$ cat src/rtl/reindeer_instruction_decode_pkg.sv
// ---------------------------------------------------------------------------
// reindeer_instruction_decode_pkg : shared widths, opcodes, class bits, states
// Revision: 1.0
// ---------------------------------------------------------------------------
`default_nettype none

package reindeer_instruction_decode_pkg;

  localparam int XLEN        = 32;
  localparam int PC_BITWIDTH = 32;
  localparam int NUM_CLASSES = 11;

  localparam logic [6:0] OPC_LOAD     = 7'b0000011;
  localparam logic [6:0] OPC_STORE    = 7'b0100011;
  localparam logic [6:0] OPC_BRANCH   = 7'b1100011;
  localparam logic [6:0] OPC_JAL      = 7'b1101111;
  localparam logic [6:0] OPC_JALR     = 7'b1100111;
  localparam logic [6:0] OPC_LUI      = 7'b0110111;
  localparam logic [6:0] OPC_AUIPC    = 7'b0010111;
  localparam logic [6:0] OPC_OP       = 7'b0110011;
  localparam logic [6:0] OPC_OP_IMM   = 7'b0010011;
  localparam logic [6:0] OPC_SYSTEM   = 7'b1110011;
  localparam logic [6:0] OPC_MISC_MEM = 7'b0001111;

  localparam int CLS_LOAD     = 0;
  localparam int CLS_STORE    = 1;
  localparam int CLS_BRANCH   = 2;
  localparam int CLS_JAL      = 3;
  localparam int CLS_JALR     = 4;
  localparam int CLS_LUI      = 5;
  localparam int CLS_AUIPC    = 6;
  localparam int CLS_OP       = 7;
  localparam int CLS_OP_IMM   = 8;
  localparam int CLS_SYSTEM   = 9;
  localparam int CLS_MISC_MEM = 10;

  localparam logic [1:0] S_EMPTY = 2'd0;
  localparam logic [1:0] S_VALID = 2'd1;
  localparam logic [1:0] S_FULL  = 2'd2;

  typedef struct packed {
    logic [4:0]             rs1;
    logic [4:0]             rs2;
    logic [4:0]             rd;
    logic [2:0]             funct3;
    logic                   funct7_b5;
    logic [XLEN-1:0]        imm;
    logic [NUM_CLASSES-1:0] cls;
    logic                   illegal;
  } dec_fields_t;

endpackage

`default_nettype wire

$ cat src/rtl/reindeer_instruction_decode_if.sv
// ---------------------------------------------------------------------------
// reindeer_instruction_decode_if : fetch-side inputs and decoded outputs
// Revision: 1.0
// ---------------------------------------------------------------------------
`default_nettype none

interface reindeer_instruction_decode_if
  import reindeer_instruction_decode_pkg::*;
  ();

  logic                   enable_in;
  logic [XLEN-1:0]        IR_in;
  logic [PC_BITWIDTH-1:0] PC_in;
  logic                   stall_in;
  logic                   flush_in;
  logic                   sync_reset;

  logic                   decode_valid_out;
  logic [PC_BITWIDTH-1:0] PC_out;
  logic [XLEN-1:0]        IR_out;
  logic [4:0]             rs1_out;
  logic [4:0]             rs2_out;
  logic [4:0]             rd_out;
  logic [2:0]             funct3_out;
  logic                   funct7_b5_out;
  logic [XLEN-1:0]        imm_out;
  logic [NUM_CLASSES-1:0] class_out;
  logic                   illegal_instr_out;
  logic                   fetch_next_out;
  logic                   overflow_out;

  modport master (
    output enable_in, IR_in, PC_in, stall_in, flush_in, sync_reset,
    input  decode_valid_out, PC_out, IR_out, rs1_out, rs2_out, rd_out,
           funct3_out, funct7_b5_out, imm_out, class_out, illegal_instr_out,
           fetch_next_out, overflow_out
  );

  modport slave (
    input  enable_in, IR_in, PC_in, stall_in, flush_in, sync_reset,
    output decode_valid_out, PC_out, IR_out, rs1_out, rs2_out, rd_out,
           funct3_out, funct7_b5_out, imm_out, class_out, illegal_instr_out,
           fetch_next_out, overflow_out
  );

endinterface

`default_nettype wire

$ cat src/rtl/reindeer_instruction_decode_fields.sv
// ---------------------------------------------------------------------------
// reindeer_instruction_decode_fields : combinational IR -> fields/imm/class
// Revision: 1.0
// ---------------------------------------------------------------------------
`default_nettype none

module reindeer_instruction_decode_fields
  import reindeer_instruction_decode_pkg::*;
(
  input  logic [XLEN-1:0] i_ir,
  output dec_fields_t     o_fields
);

  logic [XLEN-1:0] w_imm_i, w_imm_s, w_imm_b, w_imm_u, w_imm_j;

  assign w_imm_i = {{20{i_ir[31]}}, i_ir[31:20]};
  assign w_imm_s = {{20{i_ir[31]}}, i_ir[31:25], i_ir[11:7]};
  assign w_imm_b = {{19{i_ir[31]}}, i_ir[31], i_ir[7], i_ir[30:25], i_ir[11:8], 1'b0};
  assign w_imm_u = {i_ir[31:12], 12'b0};
  assign w_imm_j = {{11{i_ir[31]}}, i_ir[31], i_ir[19:12], i_ir[20], i_ir[30:21], 1'b0};

  always_comb begin
    o_fields           = '0;
    o_fields.rs1       = i_ir[19:15];
    o_fields.rs2       = i_ir[24:20];
    o_fields.rd        = i_ir[11:7];
    o_fields.funct3    = i_ir[14:12];
    o_fields.funct7_b5 = i_ir[30];
    // Full 7-bit compare also rejects IR[1:0] != 2'b11.
    case (i_ir[6:0])
      OPC_LOAD:     begin o_fields.cls[CLS_LOAD]     = 1'b1; o_fields.imm = w_imm_i; end
      OPC_STORE:    begin o_fields.cls[CLS_STORE]    = 1'b1; o_fields.imm = w_imm_s; end
      OPC_BRANCH:   begin o_fields.cls[CLS_BRANCH]   = 1'b1; o_fields.imm = w_imm_b; end
      OPC_JAL:      begin o_fields.cls[CLS_JAL]      = 1'b1; o_fields.imm = w_imm_j; end
      OPC_JALR:     begin o_fields.cls[CLS_JALR]     = 1'b1; o_fields.imm = w_imm_i; end
      OPC_LUI:      begin o_fields.cls[CLS_LUI]      = 1'b1; o_fields.imm = w_imm_u; end
      OPC_AUIPC:    begin o_fields.cls[CLS_AUIPC]    = 1'b1; o_fields.imm = w_imm_u; end
      OPC_OP:       begin o_fields.cls[CLS_OP]       = 1'b1; end
      OPC_OP_IMM:   begin o_fields.cls[CLS_OP_IMM]   = 1'b1; o_fields.imm = w_imm_i; end
      OPC_SYSTEM:   begin o_fields.cls[CLS_SYSTEM]   = 1'b1; o_fields.imm = w_imm_i; end
      OPC_MISC_MEM: begin o_fields.cls[CLS_MISC_MEM] = 1'b1; o_fields.imm = w_imm_i; end
      default:      begin o_fields.illegal           = 1'b1; end
    endcase
  end

endmodule

`default_nettype wire

$ cat src/rtl/reindeer_instruction_decode.sv
// ---------------------------------------------------------------------------
// reindeer_instruction_decode : 1-cycle decode stage with one-entry skid buffer
// Revision: 1.0
// ---------------------------------------------------------------------------
`default_nettype none

module reindeer_instruction_decode
  import reindeer_instruction_decode_pkg::*;
(
  input  logic                          clk,
  input  logic                          reset_n,
  reindeer_instruction_decode_if.slave  bus
);

  logic [1:0]             r_state, w_next;
  dec_fields_t            r_fields, w_fields;
  logic [XLEN-1:0]        r_ir, r_skid_ir, w_src_ir;
  logic [PC_BITWIDTH-1:0] r_pc, r_skid_pc, w_src_pc;
  logic                   r_fetch, r_overflow;
  logic                   w_accept, w_kill;
  logic                   w_load_out, w_from_skid, w_load_skid, w_drop;

  assign w_accept = (r_state != S_EMPTY) && !bus.stall_in;
  assign w_kill   = bus.flush_in || bus.sync_reset;

  always_comb begin
    w_next      = r_state;
    w_load_out  = 1'b0;
    w_from_skid = 1'b0;
    w_load_skid = 1'b0;
    w_drop      = 1'b0;
    case (r_state)
      S_EMPTY: begin
        if (bus.enable_in) begin
          w_next     = S_VALID;
          w_load_out = 1'b1;
        end
      end
      S_VALID: begin
        if (bus.enable_in && bus.stall_in) begin
          w_load_skid = 1'b1;
          w_next      = S_FULL;
        end else if (bus.enable_in) begin
          w_load_out = 1'b1;
        end else if (!bus.stall_in) begin
          w_next = S_EMPTY;
        end
      end
      S_FULL: begin
        if (!bus.stall_in) begin
          w_load_out  = 1'b1;
          w_from_skid = 1'b1;
          w_load_skid = bus.enable_in;
          w_next      = bus.enable_in ? S_FULL : S_VALID;
        end else if (bus.enable_in) begin
          w_drop = 1'b1;
        end
      end
      default: w_next = S_EMPTY;
    endcase
  end

  // Single decoder: skid entry always has priority when it drains.
  assign w_src_ir = w_from_skid ? r_skid_ir : bus.IR_in;
  assign w_src_pc = w_from_skid ? r_skid_pc : bus.PC_in;

  reindeer_instruction_decode_fields u_fields (
    .i_ir     (w_src_ir),
    .o_fields (w_fields)
  );

  always_ff @(posedge clk) begin
    if (!reset_n) begin
      r_state    <= S_EMPTY;
      r_fields   <= '0;
      r_ir       <= '0;
      r_pc       <= '0;
      r_skid_ir  <= '0;
      r_skid_pc  <= '0;
      r_fetch    <= 1'b0;
      r_overflow <= 1'b0;
    end else if (w_kill) begin
      r_state <= S_EMPTY;
      r_fetch <= 1'b0;
      if (bus.sync_reset) r_overflow <= 1'b0;
    end else begin
      r_state <= w_next;
      r_fetch <= w_accept && (w_next != S_FULL);
      if (w_load_out) begin
        r_fields <= w_fields;
        r_ir     <= w_src_ir;
        r_pc     <= w_src_pc;
      end
      if (w_load_skid) begin
        r_skid_ir <= bus.IR_in;
        r_skid_pc <= bus.PC_in;
      end
      if (w_drop) r_overflow <= 1'b1;
    end
  end

  assign bus.decode_valid_out  = (r_state != S_EMPTY);
  assign bus.PC_out            = r_pc;
  assign bus.IR_out            = r_ir;
  assign bus.rs1_out           = r_fields.rs1;
  assign bus.rs2_out           = r_fields.rs2;
  assign bus.rd_out            = r_fields.rd;
  assign bus.funct3_out        = r_fields.funct3;
  assign bus.funct7_b5_out     = r_fields.funct7_b5;
  assign bus.imm_out           = r_fields.imm;
  assign bus.class_out         = r_fields.cls;
  assign bus.illegal_instr_out = bus.decode_valid_out && r_fields.illegal;
  assign bus.fetch_next_out    = r_fetch;
  assign bus.overflow_out      = r_overflow;

endmodule

`default_nettype wire

$ cat src/flat_wrapper.sv
// flat-port wrapper written by rule: the top's interface ports become plain ports
module reindeer_instruction_decode_flat import reindeer_instruction_decode_pkg::*;
  (clk, reset_n, bus_enable_in, bus_IR_in, bus_PC_in, bus_stall_in, bus_flush_in, bus_sync_reset, bus_decode_valid_out, bus_PC_out, bus_IR_out, bus_rs1_out, bus_rs2_out, bus_rd_out, bus_funct3_out, bus_funct7_b5_out, bus_imm_out, bus_class_out, bus_illegal_instr_out, bus_fetch_next_out, bus_overflow_out);
  reindeer_instruction_decode_if bus_i ();
  input  logic clk;
  input  logic reset_n;
  input wire logic [$bits(bus_i.enable_in)-1:0] bus_enable_in;
  input wire logic [$bits(bus_i.IR_in)-1:0] bus_IR_in;
  input wire logic [$bits(bus_i.PC_in)-1:0] bus_PC_in;
  input wire logic [$bits(bus_i.stall_in)-1:0] bus_stall_in;
  input wire logic [$bits(bus_i.flush_in)-1:0] bus_flush_in;
  input wire logic [$bits(bus_i.sync_reset)-1:0] bus_sync_reset;
  output wire logic [$bits(bus_i.decode_valid_out)-1:0] bus_decode_valid_out;
  output wire logic [$bits(bus_i.PC_out)-1:0] bus_PC_out;
  output wire logic [$bits(bus_i.IR_out)-1:0] bus_IR_out;
  output wire logic [$bits(bus_i.rs1_out)-1:0] bus_rs1_out;
  output wire logic [$bits(bus_i.rs2_out)-1:0] bus_rs2_out;
  output wire logic [$bits(bus_i.rd_out)-1:0] bus_rd_out;
  output wire logic [$bits(bus_i.funct3_out)-1:0] bus_funct3_out;
  output wire logic [$bits(bus_i.funct7_b5_out)-1:0] bus_funct7_b5_out;
  output wire logic [$bits(bus_i.imm_out)-1:0] bus_imm_out;
  output wire logic [$bits(bus_i.class_out)-1:0] bus_class_out;
  output wire logic [$bits(bus_i.illegal_instr_out)-1:0] bus_illegal_instr_out;
  output wire logic [$bits(bus_i.fetch_next_out)-1:0] bus_fetch_next_out;
  output wire logic [$bits(bus_i.overflow_out)-1:0] bus_overflow_out;
  assign bus_i.enable_in = bus_enable_in;
  assign bus_i.IR_in = bus_IR_in;
  assign bus_i.PC_in = bus_PC_in;
  assign bus_i.stall_in = bus_stall_in;
  assign bus_i.flush_in = bus_flush_in;
  assign bus_i.sync_reset = bus_sync_reset;
  assign bus_decode_valid_out = bus_i.decode_valid_out;
  assign bus_PC_out = bus_i.PC_out;
  assign bus_IR_out = bus_i.IR_out;
  assign bus_rs1_out = bus_i.rs1_out;
  assign bus_rs2_out = bus_i.rs2_out;
  assign bus_rd_out = bus_i.rd_out;
  assign bus_funct3_out = bus_i.funct3_out;
  assign bus_funct7_b5_out = bus_i.funct7_b5_out;
  assign bus_imm_out = bus_i.imm_out;
  assign bus_class_out = bus_i.class_out;
  assign bus_illegal_instr_out = bus_i.illegal_instr_out;
  assign bus_fetch_next_out = bus_i.fetch_next_out;
  assign bus_overflow_out = bus_i.overflow_out;
  reindeer_instruction_decode u_core (.clk(clk), .reset_n(reset_n), .bus(bus_i));
endmodule
$ cat config.mk
export PLATFORM = sky130hd
export DESIGN_NAME = reindeer_instruction_decode_flat
export DESIGN_NICKNAME = d
export VERILOG_FILES = /design/src/rtl/reindeer_instruction_decode_pkg.sv /design/src/rtl/reindeer_instruction_decode_if.sv /design/src/rtl/reindeer_instruction_decode_fields.sv /design/src/rtl/reindeer_instruction_decode.sv /design/src/flat_wrapper.sv
export SDC_FILE = /design/constraint.sdc
export NUM_CORES = 1
export LEC_CHECK = 0
export CAP_MARGIN = 20
export CORE_ASPECT_RATIO = 1.75
export CORE_UTILIZATION = 50
export CTS_CLUSTER_SIZE = 10
export DETAILED_ROUTE_END_ITERATION = 8
export GPL_ROUTABILITY_DRIVEN = 0
export HOLD_SLACK_MARGIN = 0.02
export PLACE_DENSITY = 0.79
export SLEW_MARGIN = 30
export SYNTH_ARGS = -nofsm -noshare
export SYNTH_HDL_FRONTEND = slang
export SYNTH_SLANG_ARGS = --single-unit
$ cat constraint.sdc
create_clock -name clk -period 2.6 [get_ports clk]
set_input_delay 0.52 -clock clk [delete_from_list [all_inputs] [get_ports clk]]
set_output_delay 0.52 -clock clk [all_outputs]
set_load 0.02 [all_outputs]
# After elaboration in Yosys (flattened, before gate mapping)
# Index checks and enable logic that the tools add are counted.
# word_totals
ff_bits	195
latch_bits	0
ramBits	0
romBits	0
in_bits	70
output_inout_bits	130
wordCells	83
mem_count	0
# op_classes
n_addsub	0
multipliers	0
n_div	0
magnitude_cmp	0
n_eq_ne	15
shifts	0
n_mux	35
n_bitwise	2
n_reduce_logical	16
# op_table
cell	n
32-bit one-hot mux with 5 select lines	1
32-bit two-way mux	2
7-bit == test (second input constant)	4
1-bit two-way mux	23
7-bit by 6-bit == test with 1-bit output (second input constant)	3
7-bit by 5-bit == test with 1-bit output (second input constant)	2
2-bit two-way mux	6
11-bit OR reduction	1
7-bit by 2-bit == test with 1-bit output (second input constant)	1
7-bit by 4-bit == test with 1-bit output (second input constant)	1
2-bit one-hot mux with 3 select lines	1
2-bit AND reduction	3
5-bit OR reduction	1
1-bit logical AND	4
2-bit inequality test (second input constant)	2
2-bit nonzero test	2
2-bit OR reduction	2
1-bit one-hot mux with 3 select lines	1
2-bit by 1-bit == test with 1-bit output (second input constant)	1
2-bit == test (second input constant)	1
2-bit logical NOT	1
1-bit NOT	2
1-bit one-hot mux with 2 select lines	1
1-bit logical NOT	1
1-bit logical OR	1

# Logic depth before layout (Yosys ltp)
# Gate-level depths: netlist (run 1).
# depth
ltp_word	6
depth_mapped	12
mapped_depth_nobuf	9

# Modules after synthesis
# From an unflattened synthesis (run 1), not the netlist that was laid out.
# unflattened
cells_unflattened	1134
area_unflattened_um2	9196.3
# modules_own_cells
module	n_inst	cells_per_inst	area_per_inst_um2	seq_area_each_um2
reindeer_instruction_decode	1	1016	8334.2	3903.7
reindeer_instruction_decode_fields	1	118	862.1	0.0

# Worst setup path before layout (run 1)
# Ideal clock, no wire load.
# synth_path
kind	register -> register
start	register u_core.r_state[0]
end	register u_core.r_fields, in the netlist u_core.bus.imm_out[21]
setup_time_ns	0.114
arrival_time_ns	2.222
required_time_ns	2.486
slack_ns	0.264
path_stages_with_launch	13
path_buffers	3
synth_period_minus_slack_ns	2.336
cell_sequence	dfxtp_1 -> inv_1 -> ha_1 -> nand2b_2 -> buf_6 -> buf_12 -> mux2i_4 -> o21ai_2 -> a211oi_4 -> nand2_2 -> nand3_4 -> buf_12 -> o21ai_2
# synth_via
elab_chain_len	6
word_cells_on_any_way	20
cone_classes	eq/ne: 12; mux: 4; reduce/logical: 4
# synth_rtl
item	line_no	rtl
from (decl)	reindeer_instruction_decode.sv:15	logic [1:0] r_state, w_next;
from (signal assigned)	reindeer_instruction_decode.sv:87	r_state <= w_next;
2-bit == test	reindeer_instruction_decode.sv:32	case (r_state)
1-bit two-way mux	reindeer_instruction_decode.sv:32	
32-bit two-way mux	reindeer_instruction_decode.sv:64	assign w_src_ir = w_from_skid ? r_skid_ir : bus.IR_in;
7-bit by 4-bit == test with 1-bit output (tied with other cells)	reindeer_instruction_decode_fields.sv:30	case (i_ir[6:0])
5-bit OR reduction (no source line) / 2-bit OR reduction (equally long branches)	n/a	
32-bit one-hot mux with 5 select lines	reindeer_instruction_decode_fields.sv:30	
to (signal assigned)	reindeer_instruction_decode.sv:90	r_fields <= w_fields;
to (decl)	reindeer_instruction_decode.sv:16	dec_fields_t r_fields, w_fields;
# Parallel ways exist; a longest one is shown, timed or not.
# A chain may end at the register's enable or synchronous reset.

# Worst setup path after layout (run 1)
# layout_path
start	register u_core.r_state[0]
end	register u_core.r_fields, in the netlist u_core.bus.imm_out[8]
# The elaborated chain is that of the path after synthesis.

==> metrics.md, run 1 <==
| Metric | Value |
|---|---|
| DR vias | just under 7000 |
| Vias in the first global route | 6869 |
| Setup ws final | between 100 and 150 ps |
| First-pass GRT wire length | about 34000 um |
| Crit end category | flop |
| Max FO, Critical Path | 7 |
| WP data arrival | approximately 2800 ps |
| Fin area | approximately 0.011 mm^2 |
| Post-Syn Instances | between 900 and 1000 |
| Synth warnings | 0 |
| Number of flops mapped to enable cells by yosys | 0 |
| Least-Margin Pin Slew | roughly 600 ps |
| Wire per inst | ~16 um |
| I/O Pins | 200 |
| Antenna diodes | 0 |
| Minimum clock period | roughly 2500 ps |
| Initial core utilization | between 50% and 60% |
| Num Clock Sinks | 176 |
| Placement Cell Area | 0.0103 mm^2 |
| Final Max Slew Viols | 0 |
| TritonCTS clock tree | built |
| Initial antenna violation count | 0 |
| Largest net degree at the start of global routing | 71 |
| Fillers | 1354 |
| Pre-CTS setup slack | -265 ps |
| Worst Setup Path Type | flop to flop |
| Post-synth top area cell | dfxtp_1 |
| Max Fclk | roughly 400 MHz |
| Nets | about 1100 |
| Synth area leaders | dfxtp_1, nand2_1, buf_4 |
| Cell count after placement | between 1000 and 1500 |
| Post-DP HPWL | around 15000 um |
| Commonest non-fill, non-tap cell in the layout | nand2_1 |
| Latest clock arrival within the worst-skew pair | roughly 420 ps |
| Endpoints failing hold | 0 |
| Via density | around 5.3 |
| Clock slew at reported path FFs | 70 ps |
| DR iter-0 viols | 250 |
| Synth Cell Area | around 0.0084 mm^2 |
| Most frequent cells in the layout | nand2_1, clkdlybuf4s50_1, dfxtp_1 |
| Leakage power | 4.76 nW |
| Prevailing post-synth register cell | dfxtp_1 |
| Synthesized Nets | 1011 |
| Worst setup SP type | flop |
| Ratio of cells with drive above 1 in the final layout | between 10% and 20% |
| Non-filler cells in the finished layout | approximately 1300 |
| Synthesized area per cell | 8.98 um^2 |
| Synth top area share | between 40% and 50% |
| Longest Clk Path Bufs | 2 |
| Clock buffers created by TritonCTS | 17 |
| P per Cell Area | 559 mW/mm^2 |
| Remaining antenna violation count after routing | 0 |
| Area Overhead vs Synth | 29.9% |
| DIE AREA | 0.0174 mm^2 |
| Worst VDD drop | around 0.00049 V |
| Worst Clk Skew | around 12 ps |
| Max-cap violations | 0 |
| Fin crit share | a little over nine tenths |
| Seq cells post-synth | 176 |
| Final setup vio count | 0 |
| HP Class | flop to flop |
| Buffers added on ports | 199 |
| RSZ-0062 raised after global routing | false |
| Relative slew margins | 60.2% |
| CTS Hold Bufs | 0 |
| Htree depth | 4 |
| Worst path required time | slightly below 3000 ps |
| Wirelength, routed | about 21000 um |
| Grt ovf | 0 |
| CTS root buffer | clkbuf_16 |
| Total track usage | roughly a quarter |
| Num rows | 62 |
| Layout Utilization | about 66% |
| Distinct cell type count after synthesis | slightly above 60 |
| Sequential share of the synthesized area | roughly two fifths |
| DRC | 0 |
| TritonRoute pass-1 iters | 4 |
| Die width | between 100 and 150 um |
| Core Area | roughly 0.016 mm^2 |
| Die H | between 150 and 200 um |
| Status | completed |
| Power Total | 6.11 mW |
| Async SR Flop Fraction | 0% |
metrics by stage:
step           setup TNS, ps  hold slack [ps]
2_1_floorplan              0              426
3_3_place_gp           -5470              439
3_5_place_dp           -9100              447
4_1_cts                    0              457
5_1_grt                    0              481
6_report                   0              457
logic make-up after synthesis:
logic type,Yosys count,share of synthesized area (%)
fa+ha+maj,4,0.595
buf+inv,150,11.6
compound gates,223,20.8
xor+xnor,2,0.208
simple gates,314,16.4
mux,68,8.52
flops,176,41.9
worst max-delay path, stage by stage, from the launching register on:
cell and delay (ps):
dfxtp_2 370, inv_1 80, ha_1 250, buf_4 180
and4b_2 220, a31oi_4 310, nor2_4 90, a211oi_4 310
buf_6 160, and2_4 180, o21ai_1 60, and2_1 150
what timing repair did:
item                                    CTS  global route
resized for setup                         0             6
buffers inserted                          0             1
endpoints found under the setup margin    0            24
metal layers:
metal	part of all wire, %	routed length [um]	global-route usage [%]	vias up
met2	54	11300	46.2	238
met1	38	7900	25.6	3211
li1	-	-	-	3381
met5	0	0	0	-
met4	3.7	774	11.5	0
met3	4.9	1030	4.64	51
state kept, by name, summed over array words and instances, names as in the netlist, 2 cells and up:
signal / cells
u_core.bus.imm_out: 32
u_core.bus.IR_out: 32
u_core.bus.class_out: 11
u_core.r_state: 2
u_core.r_skid_pc: 32
u_core.bus.PC_out: 32
u_core.r_skid_ir: 32
layout make-up:
type | instances | area, um^2 | share of cell area (%)
flip-flops and latches | 176 | 3520 | 32.3
repair buffers | 260 | 2550 | 23.3
inverters | 5 | 18.8 | 0.172
multi-input cells | 611 | 3950 | 36.1
clock buffers | 18 | 439 | 4.02
clock inverters | 13 | 166 | 1.52
well taps | 224 | 280 | 2.56
cells in the mapped netlist (all sizes together) (2+ instances only):
cell / count
a2111oi: 2
a211oi: 4
a21boi: 84
a21oi: 22
a22oi: 5
a31oi: 3
and2: 10
and3: 3
and4bb: 2
buf: 119
clkbuf: 26
dfxtp: 176
ha: 4
inv: 5
mux2: 13
mux2i: 55
nand2: 227
nand2b: 4
nand3: 7
nand3b: 2
nand4: 2
nand4b: 2
nor2: 31
nor2b: 11
nor3: 3
nor3b: 6
o211a: 51
o21ai: 45
o22ai: 3
or3: 2
report_power, final:
part	switching [mW]	leakage [nW]	internal (mW)
combinational	0.339	3.03	0.358
sequential	0.0386	1.43	2.75
clock	1.14	0.299	1.48
final timing paths:
kind / depth (start not counted) / slack [ps] / to / from
worst min register to register: 2 / 460 / u_core.r_skid_ir[28]$_SDFFE_PN0P_ / u_core.r_skid_ir[28]$_SDFFE_PN0P_
worst max-delay path: 11 / 110 / u_core.bus.imm_out[8]$_SDFFE_PN0P_ / u_core.r_state[0]$_SDFF_PP0_
worst min-delay path: 2 / 460 / u_core.r_skid_ir[28]$_SDFFE_PN0P_ / u_core.r_skid_ir[28]$_SDFFE_PN0P_
worst max register to register: 11 / 110 / u_core.bus.imm_out[8]$_SDFFE_PN0P_ / u_core.r_state[0]$_SDFF_PP0_
No activity file was read; power rests on OpenSTA's default activity.
==> run 2: changes to the inputs <==
--- a/config.mk
+++ b/config.mk
@@ -17,3 +17,4 @@
 export SYNTH_ARGS = -nofsm -noshare
 export SYNTH_HDL_FRONTEND = slang
 export SYNTH_SLANG_ARGS = --single-unit
+export TNS_END_PERCENT = 10
==> results of run 2 <==
The final DEF is identical to that of run 1; final timing and power are the same.
==> run 3: changes to the inputs <==
==> constraint.sdc (replaced) <==
create_clock -name clk -period 2.74 [get_ports clk]
set_input_delay 0.548 -clock clk [delete_from_list [all_inputs] [get_ports clk]]
set_output_delay 0.548 -clock clk [all_outputs]
set_load 0.02 [all_outputs]
==> metrics.md, run 3 (synthesis results as in run 1) <==
| Metric | Value |
|---|---|
| Setup TNS | 0 ps (unchanged) |
| Vias in the first global route | 6646 (-3.2%) |
| P per Cell Area | 524 mW/mm^2 (-6.3%) |
| Relative slew margins | 56.8% (-3.4 points) |
| Grt ovf | 0 (unchanged) |
| Hold Startpoint | u_core.bus.imm_out[20]$_SDFFE_PN0P_ |
| Storage element area | 0.00352 mm^2 (about the same) |
| P_sw | 1.46 mW (-3.7%) |
| Initial core utilization | 51.1% (unchanged) |
| DIE AREA | 0.0174 mm^2 (unchanged) |
| Htree depth | 4 (unchanged) |
| Largest net degree at the start of global routing | 75 (+5.6%) |
| Wire per inst | 16.0 um (-0.50%) |
| HP Class | flop to flop |
| Worst setup SP type | flop |
| Worst Setup Path Type | flop to flop |
| Most frequent cells in the layout | nand2_1, clkdlybuf4s50_1, dfxtp_1 |
| Ratio of cells with drive above 1 in the final layout | 11.4% (-1.7 points) |
| Area Overhead vs Synth | 26.8% |
| Area of the multi-input gates | 0.00393 mm^2 (-0.44%) |
| RSZ-0062 raised after global routing | false |
| GRT busiest layer | met2 |
| Crit path from | u_core.r_state[0]$_SDFF_PP0_ |
| TritonRoute pass-1 iters | 4 (unchanged) |
| FF-to-FF Start | u_core.r_state[0]$_SDFF_PP0_ |
| Longest Clk Path Bufs | 2 (unchanged) |
| Final Max Slew Viols | 0 (unchanged) |
| Clock power share | 41.3% (-1.6 points) |
| Core Area | 0.0164 mm^2 (unchanged) |
| TritonCTS clock tree | built |
| Least-Margin Pin Slew | 649 ps (+51.6 ps) |
| CTS Hold Bufs | 0 (unchanged) |
| Post-DP HPWL | 14700 um (-2.4%) |
| I/O Pins | 200 (unchanged) |
| DRC | 0 (unchanged) |
| Clock slew at reported path FFs | 70 ps (about the same) |
| Worst path required time | 3040 ps (+130 ps) |
| Minimum clock period | 2540 ps (+51.3 ps) |
| Fin crit share | 92.6% (-3.0 points) |
| Die width | 100 um (unchanged) |
| Worst VDD drop | 0.000406 V (-17%) |
| Total track usage | 24.2% (-0.36 points) |
| Fillers | 1402 (+3.5%) |
| Num rows | 62 (unchanged) |
| Status | completed |
| Latest clock arrival within the worst-skew pair | 430 ps (about the same) |
| Max-cap violations | 0 (unchanged) |
| Crit end category | flop |
| Final setup vio count | 0 (unchanged) |
| Grt met2 use | 42.9% (-3.3 points) |
| Endpoints failing hold | 0 (unchanged) |
| Worst Clk Skew | 8.06 ps (-4.41 ps) |
| Max FO, Critical Path | 16 (+9) |
| Remaining antenna violation count after routing | 0 (unchanged) |
| Cell count after placement | 1255 (-1.6%) |
| First-pass GRT wire length | 33100 um (-1.5%) |
| Hold slack | 451 ps (-6.17 ps) |
| Initial antenna violation count | 2 (+2) |
| GRT met1 Usage | 26.7% (+1.1 points) |
| Seq pwr share | 47.4% (+1.7 points) |
| Commonest non-fill, non-tap cell in the layout | nand2_1 |
| Non-filler cells in the finished layout | 1289 (-1.4%) |
| Buffers added on ports | 199 (unchanged) |
| Met3 Use GR | 4.27% (-0.36 points) |
| Wirelength, routed | 20600 um (-1.9%) |
| Clock buffers created by TritonCTS | 17 (unchanged) |
| DR vias | 6733 (-2.2%) |
| Comb pwr share | 11.3% (about the same) |
| Net Sw Frac | 26.1% (+1.3 points) |
| CTS root buffer | clkbuf_16 |
| Via density | 5.22 (-0.78%) |
| DR iter-0 viols | 216 (-14%) |
| Num Clock Sinks | 176 (unchanged) |
| Max Fclk | 394 MHz (-2.0%) |
| WP data arrival | 2840 ps (+50 ps) |
| R2r setup slk | 200 ps (+90 ps) |
| Pint | 4.13 mW (-10%) |
| Leakage power | 4.60 nW (-3.3%) |
| Die H | 174 um (unchanged) |
| Nets | 1124 (-1.8%) |
run 3: cell types whose count changed in the layout (fill, tap and decap cells not counted), moves of 3 or more:
| cell | previous run | this run |
|---|---|---|
| clkinv_2 | 0 | 3 |
| inv_6 | 9 | 6 |
| buf_4 | 53 | 35 |
| buf_12 | 8 | 5 |
run 3: critical path: stages (launching register included):
cell and delay [ps]:
dfxtp_1 350, inv_1 120, ha_2 290, nand2b_4 170, buf_4 200, a31oi_4 290
nor2_2 100, a211oi_4 380, nand2_2 120, nand3_4 250, o21ai_0 140
run 3: area by class of cell:
| class | instances | area share (%) |
|---|---|---|
| Antenna cell | 2 | 0.0469 |
| Clock buffer | 17 | 3.99 |
| Clock inverter | 15 | 1.17 |
| Inverter | 5 | 0.176 |
| Multi-Input combinational cell | 611 | 36.9 |
| Sequential cell | 176 | 33.0 |
| Tap cell | 224 | 2.63 |
| Timing Repair Buffer | 239 | 22.1 |
run 3: layer usage:
layer,wire [um],up-vias
met2,10700,182
met4,893,0
met5,0,-
met3,851,51
met1,8200,3159
li1,-,3341
run 3: path summary, 6_finish.rpt:
check | endpoint | cells past startpoint
max | u_core.bus.imm_out[1]$_SDFFE_PN0P_ | 10
min | u_core.bus.imm_out[20]$_SDFFE_PN0P_ | 2
max reg2reg | u_core.bus.imm_out[1]$_SDFFE_PN0P_ | 10
min reg2reg | u_core.bus.imm_out[20]$_SDFFE_PN0P_ | 2
run 3: power groups by stage:
| stage | Sequential [mW] | Combinational (mW) | Clock (mW) |
|---|---|---|---|
| floorplan | 2.74 | 0.311 | 0 |
| global placement | 2.71 | 0.629 | 0 |
| detailed placement | 2.71 | 0.633 | 0 |
| CTS | 2.65 | 0.636 | 2.35 |
| global route | 2.65 | 0.674 | 2.45 |
| finish | 2.65 | 0.634 | 2.31 |
run 3: metrics by stage:
step | cell area (um^2) | power (mW) | util, % | setup slack (ps)
3_5_place_dp | 10100 | 3.34 | 61.4 | -125
5_1_grt | 10700 | 5.78 | 64.8 | 46.8
4_1_cts | 10600 | 5.63 | 64.7 | 107
2_1_floorplan | 8410 | 3.05 | - | 404
3_3_place_gp | 10100 | 3.33 | 61.4 | -64.4
6_report | 10700 | 5.59 | 64.8 | 202
run 3: what timing repair did:
item | CTS | global route
setup buffers | 0 | 0
gates resized for setup | 0 | 3
endpoints found under the setup margin | 0 | 19
